`config.mk`:
```
export PLATFORM = sky130hd
export DESIGN_NAME = snake_step_sequencer
export DESIGN_NICKNAME = d
export VERILOG_FILES = /design/src/rtl/snake_step_sequencer.sv
export SDC_FILE = /design/constraint.sdc
export NUM_CORES = 1
export LEC_CHECK = 0
export CORE_MARGIN = 2
export CORE_UTILIZATION = 46
export CTS_BUF_LIST = sky130_fd_sc_hd__clkbuf_8
export CTS_CLUSTER_SIZE = 14
export DETAILED_ROUTE_END_ITERATION = 6
export GPL_TIMING_DRIVEN = 0
export PLACE_DENSITY_LB_ADDON = 0.25
export SLEW_MARGIN = 20
export SYNTH_ARGS = -nofsm -noshare
export SYNTH_HDL_FRONTEND = slang
export SYNTH_SLANG_ARGS = --single-unit
export TNS_END_PERCENT = 5
```
`constraint.sdc`:
```
create_clock -name i_clock -period 1.8 [get_ports i_clock]
set_input_delay 0.18 -clock i_clock [delete_from_list [all_inputs] [get_ports i_clock]]
set_output_delay 0.18 -clock i_clock [all_outputs]
set_load 0.02 [all_outputs]
```
`src/rtl/snake_step_sequencer.sv`:
```
// Snake game step sequencer: turns game ticks into datapath step requests and
// tracks score, pause, game-over and the speed (frame-wait) setting.
module snake_step_sequencer #(
  parameter int INIT_WAIT  = 4,
  parameter int MIN_WAIT   = 1,
  parameter int SPEED_STEP = 4
) (
  input  logic       i_clock,
  input  logic       i_reset,
  input  logic       i_tick,
  input  logic       i_start,
  input  logic       i_pause,
  input  logic       i_dir_valid,
  input  logic [1:0] i_dir,
  input  logic       i_step_done,
  input  logic       i_collision,
  input  logic       i_food_hit,
  output logic       o_step_req,
  output logic [1:0] o_dir,
  output logic       o_grow,
  output logic [7:0] o_score,
  output logic [2:0] o_wait_cycles,
  output logic       o_running,
  output logic       o_paused,
  output logic       o_game_over,
  output logic       o_overrun
);

  localparam logic [2:0] ST_IDLE      = 3'd0;
  localparam logic [2:0] ST_RUN       = 3'd1;
  localparam logic [2:0] ST_STEP      = 3'd2;
  localparam logic [2:0] ST_WAIT_DONE = 3'd3;
  localparam logic [2:0] ST_PAUSED    = 3'd4;
  localparam logic [2:0] ST_OVER      = 3'd5;

  localparam int         SHIFT  = $clog2(SPEED_STEP);
  localparam logic [7:0] INIT_W = 8'(INIT_WAIT);
  localparam logic [7:0] MIN_W  = 8'(MIN_WAIT);
  localparam logic [7:0] SPAN_W = 8'(INIT_WAIT - MIN_WAIT);

  logic [2:0] state;
  logic [2:0] state_next;
  logic [1:0] dir_pending;
  logic       pause_pending;
  logic       start_ok;
  logic       in_flight;
  logic       done_ok;
  logic       dir_ok;
  logic       food_ok;
  logic [7:0] score_div;
  logic [7:0] wait_target;

  assign start_ok  = i_start && (state == ST_IDLE || state == ST_OVER);
  assign in_flight = (state == ST_STEP) || (state == ST_WAIT_DONE);
  assign done_ok   = i_step_done && (state == ST_WAIT_DONE);
  assign food_ok   = done_ok && !i_collision && i_food_hit;
  // A reversal is judged against the direction the snake is actually moving.
  assign dir_ok    = i_dir_valid && (state != ST_IDLE) && (state != ST_OVER)
                     && (i_dir != (o_dir ^ 2'd2));

  assign score_div   = o_score >> SHIFT;
  assign wait_target = (score_div >= SPAN_W) ? MIN_W : (INIT_W - score_div);

  always_comb begin
    state_next = state;
    case (state)
      ST_IDLE, ST_OVER: if (i_start) state_next = ST_RUN;
      ST_RUN: begin
        if (i_pause)     state_next = ST_PAUSED;
        else if (i_tick) state_next = ST_STEP;
      end
      ST_STEP:      state_next = ST_WAIT_DONE;
      // Collision outranks a deferred pause; a pause arriving with the ack still counts.
      ST_WAIT_DONE: begin
        if (i_step_done) begin
          if (i_collision)                   state_next = ST_OVER;
          else if (pause_pending || i_pause) state_next = ST_PAUSED;
          else                               state_next = ST_RUN;
        end
      end
      ST_PAUSED: if (i_pause) state_next = ST_RUN;
      default:   state_next = ST_IDLE;
    endcase
  end

  always_ff @(posedge i_clock or posedge i_reset) begin
    if (i_reset) begin
      state         <= ST_IDLE;
      dir_pending   <= 2'd1;
      pause_pending <= 1'b0;
      o_step_req    <= 1'b0;
      o_dir         <= 2'd1;
      o_grow        <= 1'b0;
      o_score       <= 8'd0;
      o_wait_cycles <= INIT_W[2:0];
      o_running     <= 1'b0;
      o_paused      <= 1'b0;
      o_game_over   <= 1'b0;
      o_overrun     <= 1'b0;
    end else begin
      state       <= state_next;
      o_running   <= (state_next == ST_RUN) || (state_next == ST_STEP)
                     || (state_next == ST_WAIT_DONE);
      o_paused    <= (state_next == ST_PAUSED);
      o_game_over <= (state_next == ST_OVER);
      o_step_req  <= (state == ST_STEP);
      o_grow      <= food_ok;
      if (start_ok) begin
        o_score       <= 8'd0;
        o_overrun     <= 1'b0;
        pause_pending <= 1'b0;
        o_dir         <= 2'd1;
        dir_pending   <= 2'd1;
        o_wait_cycles <= INIT_W[2:0];
      end else begin
        o_wait_cycles <= wait_target[2:0];
        if (state == ST_RUN && i_tick && !i_pause) o_dir <= dir_pending;
        if (dir_ok) dir_pending <= i_dir;
        if (in_flight && i_tick) o_overrun <= 1'b1;
        if (food_ok && o_score != 8'hFF) o_score <= o_score + 8'd1;
        if (done_ok)                 pause_pending <= 1'b0;
        else if (in_flight && i_pause) pause_pending <= 1'b1;
      end
    end
  end

endmodule

```
==> impl_summary.log, run 1 <==
[metrics] result of the run: finished, violations left
[metrics] violations in the final reports: negative setup slack
[metrics] detailed-route via count: 1066
[metrics] class of the tightest hold or removal check: input port to async pin
[metrics] number of detailed-route iterations in the first pass: 4
[metrics] CTS buffer count: 3
[metrics] Final GP Congestion: 0.8578
[metrics] power per unit of standard cell area: 1065 mW/mm^2
[metrics] highest net fanout along the worst path: 6
[metrics] gate family responsible for the most delay along the worst path: compound AO/OA/AOI/OAI gates
[metrics] area of the core: 0.002522 sq mm
[metrics] leading area contributor after synthesis: dfrtp_1
[metrics] sequential cell area fraction in the yosys report: 0.5086
[metrics] Sink Count: 25
[metrics] Max IR drop VDD: 0.9081 mV
[metrics] Yosys top cell area share: 0.4449
[metrics] TritonCTS clock tree: built
[metrics] post-layout minimum cycle time: 1.804 ns
[metrics] Worst R2R Setup Slack: -0.004 ns
[metrics] final count of negative-setup-slack endpoints: 1
[metrics] synthesis warning total: 0
[metrics] cells after synthesis: 120
[metrics] clock latency at the later pin of the worst-skew pair: 0.26 ns
[metrics] Post-Route Skew: 0.003352 ns
[metrics] number of ports placed on the die boundary: 30
[metrics] Max stage delay on crit path: 0.46 ns
[metrics] average wire per standard cell: 15.36 microns
[metrics] number of nets with antenna violations after routing: 0
[metrics] PortBufs: 29
[metrics] worst-case headroom to the max-slew limit: 0.3808
[metrics] Die Width: 55.87 microns
[metrics] Net count, final: 174
[metrics] Mapped Nets: 134
[metrics] Longest Clk Path Bufs: 2
[metrics] FF+latch count, synth: 25
[metrics] via count of the first global-routing pass: 1020
[metrics] main flop type after synthesis: dfrtp_1
[metrics] Residual DRC: 0
[metrics] GR Util All Layers: 0.1949
[metrics] synthesis-to-layout area growth: 38.12%
[metrics] area of the die: 0.003121 sq mm
[metrics] final wirelength: 2903 microns
[metrics] highest attainable clock frequency: 554.2 MHz
[metrics] WP data required: 1.99 ns
[metrics] root buffer cell: clkbuf_8
[metrics] CP Cell Sequence: ha_4 -> a311o_1 -> buf_6 -> or3_2 -> a21oi_2
[metrics] clock transition at the registers of the reported paths: 0.08 ns
[metrics] Final period util: 1.002
[metrics] Final Hold Fails: 0
[metrics] CP Capture Type: register
[metrics] r2r startpoint: o_score[2]
[metrics] slew at the pin closest to its max-slew limit: 0.9277 ns
[metrics] R2R depth: 5
[metrics] classification of the worst setup path: register to register
[metrics] setup repair after global routing missed its margin: yes
[metrics] Final Slew Violations: 0
[metrics] worst endpoint data arrival time: 1.99 ns
[metrics] final worst-path setup slack: -0.004306 ns
[metrics] cell at the slowest stage of the critical path: or3_2
[metrics] CP Launch Type: register
[metrics] antenna violations before repair: 0
[metrics] initial core utilization: 0.4906
[metrics] launch point of the worst path: o_score[2]
[metrics] ant diodes: 0
[metrics] share of synthesized registers carrying an async set or reset: 1.000
[metrics] maxcap violations: 0
[metrics] top cells by area in the synthesized netlist: dfrtp_1 44%, dfstp_2 6.4%, nor2_1 3.6%
[metrics] reported leakage power: 0.7525 nW
[metrics] utilization of the core after routing: 0.6776
[metrics] number of H-tree levels: 1
[metrics] drt initial violations: 31
[metrics] die span in y: 55.87 microns
[metrics] number of enable-type register cells in the synthesized netlist: 0
[metrics] Post-Syn Area: 0.001237 sq mm
[metrics] most frequent cell after synthesis: dfrtp_1
[metrics] pin count of the biggest net entering global routing: 26
[metrics] CP Buf/Inv Count: 1
[metrics] post-detailed-placement half-perimeter wirelength: 1975 microns
[metrics] Netlist cell types: 37
[metrics] Rows: 18
[metrics] Vias/cell: 5.640
[metrics] placed inst area: 0.001589 sq mm
[metrics] final design instance area without fill: 0.001709 sq mm
[metrics] syn avg cell area: 10.31 sq um
[metrics] r2r endpoint: o_score[5]
[metrics] most frequent cells after synthesis: 22 x dfrtp_1, 12 x nor2_1, 9 x nand2_1, 8 x a21oi_1, 8 x inv_1
[metrics] number of buffers added to fix hold violations after cts: 0
[metrics] wire length of the first global-routing pass: 4809 microns
[metrics] layout cells sized above 1: 0.2453
[metrics] sum of overflow across all layers after global routing: 0
state kept, by name (all words and copies together) (netlist names):
signal	flops
o_score	8
o_running	1
o_grow	1
o_wait_cycles	3
o_paused	1
o_dir	2
o_game_over	1
state	3
dir_pending	2
pause_pending	1
o_overrun	1
o_step_req	1
area by class of cell:
type,count,area (sq um)
plain buffers,4,38.79
clock buffers,3,41.29
clock inverters,1,5.005
fillers,203,813.3
inverters,8,30.03
multi-input cells,83,585.6
flip-flops and latches,25,638.1
well taps,30,37.54
repair buffers,35,332.8
routing by layer:
metal	routed length (microns)	track usage
met2	1469	0.3248
met4	10	0.02381
met3	148	0.05814
met5	0	0
met1	1274	0.2601
worst register-to-register path, cell delays in order (launching register included):
cell	delay [ns]
dfrtp_2	0.45
ha_4	0.18
a311o_1	0.36
buf_6	0.14
or3_2	0.47
a21oi_2	0.13
how the worst max path moves through the flow:
stage / cells after the start / slack, ns / to
finish: 5 / -0.004 / o_score[5]
global route: 5 / -0.04 / o_score[5]
CTS: 6 / 0.0001 / o_score[3]
detailed placement: 6 / -0.25 / o_score[5]
global placement: 6 / -0.20 / o_score[3]
floorplan: 5 / 0.02 / o_score[5]
per-stage QoR:
| step | hold slack (ns) | TNS (ns) | std cells | power [mW] | setup WS, ns |
|---|---|---|---|---|---|
| global route | 0.5009 | -0.07726 | 189 | 1.950 | -0.03796 |
| finish | 0.4175 | -0.004306 | 189 | 1.821 | -0.004306 |
| global placement | 0.4852 | -0.6599 | 179 | 1.456 | -0.2008 |
| detailed placement | 0.4861 | -0.8011 | 179 | 1.476 | -0.2483 |
| CTS | 0.4432 | 0 | 188 | 1.825 | 0.00009837 |
| floorplan | 0.2046 | 0 | 120 | 1.242 | 0.01916 |
cells in the final DEF, fill, tap and decap left out, types with 2 or more instances in the layout:
cell	count
a21oi_1	4
a21oi_2	4
and2_1	2
and3_1	2
buf_4	5
buf_6	3
clkbuf_2	2
clkbuf_8	3
clkdlybuf4s50_1	29
dfrtp_1	15
dfrtp_2	7
dfstp_2	3
inv_1	8
mux2i_1	4
nand2_1	9
nand2b_1	2
nand3_1	6
nand4_1	2
nor2_1	12
nor3_1	2
o21a_1	2
o21ai_0	3
or3_2	2
xnor2_1	3
xor2_1	2
repair_timing:
item | in CTS | in global routing
gates resized for setup | 2 | 8
buffers inserted | 5 | 1
hold endpoints to repair | 0 | 0
cloned | 0 | 0
endpoints found under the setup margin | 2 | 9
pin swaps | 3 | 4
kinds of logic (layout without fill, tap and decap cells):
group           Yosys count  in the layout  synth area share
simple gates             49             49            0.2265
flops                    25             25            0.5086
compound gates           22             22            0.1122
buf+inv                  12             51           0.05460
xor+xnor                  5              5           0.03540
mux                       4              4           0.03236
fa+ha+maj                 3              3           0.03034
power breakdown:
group / total [mW] / internal (mW) / leakage (nW) / switching [mW]
registers: 0.740 / 0.675 / 0.318 / 0.0652
clock network: 0.317 / 0.154 / 0.0255 / 0.163
logic: 0.763 / 0.343 / 0.409 / 0.420
total: 1.82 / 1.17 / 0.753 / 0.648
(Power assumes the default switching activity.)
==> inputs of run 2 (changes only) <==
--- a/config.mk
+++ b/config.mk
@@ -6,12 +6,15 @@
 export NUM_CORES = 1
 export LEC_CHECK = 0
 export CORE_MARGIN = 2
-export CORE_UTILIZATION = 46
+export CORE_UTILIZATION = 58
 export CTS_BUF_LIST = sky130_fd_sc_hd__clkbuf_8
 export CTS_CLUSTER_SIZE = 14
 export DETAILED_ROUTE_END_ITERATION = 6
+export DONT_BUFFER_PORTS = 1
 export GPL_TIMING_DRIVEN = 0
+export HOLD_SLACK_MARGIN = 0.06
 export PLACE_DENSITY_LB_ADDON = 0.25
+export SETUP_SLACK_MARGIN = 0.1
 export SLEW_MARGIN = 20
 export SYNTH_ARGS = -nofsm -noshare
 export SYNTH_HDL_FRONTEND = slang
==> run 2 against run 1 <==
Effect of this change:
- the run now ends clean
- core utilization grew 6.5 points
- first-iteration DRC count shrank 52%
- non-clock buffer count down 26
- global-route usage up 2.1 points
- count of clock-buffer cells in the layout is the same
- worst setup slack improved by 0.017 ns
- hold slack got worse by 0.33 ns
- highest routed layer is now met3
- combinational power down 24%
- clock skew is 0.0018 ns lower
- sequential power up 9.2%
- wire length down 12%
- maximum frequency grew 0.94%
==> impl_summary.log, run 2 (synthesized netlist as in run 1, its figures left out) <==
[metrics] layout cells sized above 1: 0.2857 (was 0.2453)
[metrics] average wire per standard cell: 16.01 microns (was 15.36 microns)
[metrics] r2r endpoint: o_score[7] (was o_score[5])
[metrics] utilization of the core after routing: 0.7424 (was 0.6776)
[metrics] detailed-route via count: 935 (was 1066)
[metrics] final design instance area without fill: 0.001471 sq mm (was 0.001709 sq mm)
[metrics] Sink Count: 25 (unchanged)
[metrics] Rows: 16 (was 18)
[metrics] highest attainable clock frequency: 559.4 MHz (was 554.2 MHz)
[metrics] synthesis-to-layout area growth: 18.91% (was 38.12%)
[metrics] Min-Delay Endpoint: o_overrun
[metrics] slew at the pin closest to its max-slew limit: 0.9221 ns (was 0.9277 ns)
[metrics] Final Slew Violations: 0 (unchanged)
[metrics] leading registers by flop count: o_score (8), o_wait_cycles (3), state (3) (unchanged)
[metrics] R2R depth: 5 (unchanged)
[metrics] Net count, final: 148 (was 174)
[metrics] result of the run: finished, final reports clean (was finished, violations left)
[metrics] flip-flop count of the largest register, all copies and words added: 8 (unchanged)
[metrics] most common library cell in the layout ignoring fill and taps: dfrtp_1 (was clkdlybuf4s50_1)
[metrics] Tot Pwr: 1.715 mW (was 1.821 mW)
[metrics] initial core utilization: 0.6244 (was 0.4906)
[metrics] final count of negative-setup-slack endpoints: 0 (was 1)
[metrics] Reg with most FFs: o_score (unchanged)
[metrics] number of ports placed on the die boundary: 30 (unchanged)
[metrics] beginning of the worst hold path: i_tick
[metrics] root buffer cell: clkbuf_8 (unchanged)
[metrics] Post-Route Skew: 0.001592 ns (was 0.003352 ns)
[metrics] setup repair after global routing missed its margin: yes (unchanged)
[metrics] ant diodes: 0 (unchanged)
[metrics] highest net fanout along the worst path: 9 (was 6)
[metrics] Final Hold Fails: 0 (unchanged)
[metrics] drt initial violations: 15 (was 31)
[metrics] reported leakage power: 0.6593 nW (was 0.7525 nW)
[metrics] r2r startpoint: o_score[0] (was o_score[2])
[metrics] Residual DRC: 0 (unchanged)
[metrics] PortBufs: 0 (was 29)
[metrics] maxcap violations: 0 (unchanged)
[metrics] CTS buffer count: 3 (unchanged)
[metrics] placed inst area: 0.001295 sq mm (was 0.001589 sq mm)
[metrics] number of H-tree levels: 1 (unchanged)
[metrics] wire length of the first global-routing pass: 4071 microns (was 4809 microns)
[metrics] post-detailed-placement half-perimeter wirelength: 1735 microns (was 1975 microns)
[metrics] worst-case headroom to the max-slew limit: 0.3846 (was 0.3808)
[metrics] antenna violations before repair: 0 (unchanged)
[metrics] pin count of the biggest net entering global routing: 26 (unchanged)
[metrics] area of the core: 0.001982 sq mm (was 0.002522 sq mm)
[metrics] Final GP Congestion: 0.8276 (was 0.8578)
[metrics] die span in y: 50.19 microns (was 55.87 microns)
[metrics] WP data required: 2.00 ns (was 1.99 ns)
[metrics] Worst R2R Setup Slack: 0.01 ns (was -0.004 ns)
[metrics] area of the die: 0.002519 sq mm (was 0.003121 sq mm)
[metrics] Die Width: 50.19 microns (was 55.87 microns)
[metrics] post-layout minimum cycle time: 1.788 ns (was 1.804 ns)
[metrics] power per unit of standard cell area: 1166 mW/mm^2 (was 1065 mW/mm^2)
[metrics] class of the tightest hold or removal check: input port to register (was input port to async pin)
[metrics] number of detailed-route iterations in the first pass: 7 (was 4)
[metrics] CP Launch Type: register (unchanged)
[metrics] GR Util All Layers: 0.2156 (was 0.1949)
[metrics] Final period util: 0.9931 (was 1.002)
[metrics] Vias/cell: 5.844 (was 5.640)
[metrics] clock latency at the later pin of the worst-skew pair: 0.26 ns (about the same)
[metrics] cell count of the worst hold path: 2
[metrics] commonest cells after routing, fill and taps aside: 15 x dfrtp_1, 12 x nor2_1, 9 x nand2_1 (was 29 x clkdlybuf4s50_1, 15 x dfrtp_1, 12 x nor2_1)
[metrics] Longest Clk Path Bufs: 2 (unchanged)
[metrics] classification of the worst setup path: register to register (unchanged)
[metrics] final wirelength: 2561 microns (was 2903 microns)
[metrics] CP Capture Type: register (unchanged)
[metrics] clock transition at the registers of the reported paths: 0.09 ns (was 0.08 ns)
[metrics] Max IR drop VDD: 0.9442 mV (was 0.9081 mV)
[metrics] sum of overflow across all layers after global routing: 0 (unchanged)
[metrics] number of nets with antenna violations after routing: 0 (unchanged)
[metrics] via count of the first global-routing pass: 871 (was 1020)
[metrics] worst endpoint data arrival time: 1.99 ns (about the same)
[metrics] TritonCTS clock tree: built (unchanged)
-- run 2: cell types whose count changed in the layout (fill, tap and decap cells not counted), sizes merged --
| cell | previous run | this run |
|---|---|---|
| clkdlybuf4s50 | 29 | 0 |
| dlygate4sd3 | 0 | 5 |
| buf | 8 | 7 |
| clkbuf | 5 | 4 |
-- run 2: how the worst max path moves through the flow --
stage               start         end  slack, ns  cells after the start
2_1_floorplan  o_score[3]  o_score[5]       0.04                      5
3_3_place_gp   o_score[3]  o_score[5]      -0.01                      5
3_5_place_dp   o_score[3]  o_score[5]      -0.03                      5
4_1_cts        o_score[3]  o_score[3]      -0.03                      5
5_1_grt        o_score[3]  o_score[7]      -0.02                      5
6_report       o_score[0]  o_score[7]       0.01                      5
-- run 2: repair_timing --
action,4_1_cts,5_1_grt
resized for setup,2,10
cloned,0,0
hold buffers,5,0
pin swaps,1,9
setup endpoints to repair,5,13
setup buffers,2,2
hold endpoints to repair,26,0
-- run 2: final cells by class --
type	instances	area, sq um
plain buffers	4	38.79
clock buffers	3	41.29
clock inverters	1	5.005
fillers	140	510.5
inverters	8	30.03
multi-input cells	83	604.3
flip-flops and latches	25	638.1
well taps	27	33.78
repair buffers	9	80.08
-- run 2: per-layer routing --
layer / GRT usage / vias to the layer above / wire length, microns
li1: - / 444 / -
met1: 0.2937 / 467 / 1101
met2: 0.3553 / 24 / 1358
met3: 0.04464 / 0 / 101
met4: 0.04630 / 0 / 0
met5: 0 / - / 0
-- run 2: power by group --
group          internal [mW]  total [mW]  switching [mW]
registers              0.676       0.808           0.132
clock network          0.155       0.327           0.173
logic                  0.239       0.580           0.340
total                   1.07        1.72           0.645
-- run 2: per-stage QoR --
stage,hold WS [ns],cells,worst slack (ns),setup TNS [ns]
final,0.08650,160,0.01245,0
after floorplan,0.2046,120,0.03643,0
after global placement,0.2868,147,-0.01134,-0.01379
after detailed placement,0.2912,147,-0.03186,-0.05910
after CTS,0.07777,158,-0.03295,-0.06152
after global routing,0.09709,160,-0.02080,-0.02080
-- run 2: critical path: stages (launching register included) --
cell and delay (ns):
dfrtp_2 0.49, ha_4 0.19, a311o_1 0.35, buf_6 0.14, or4_4 0.42, a21oi_2 0.13
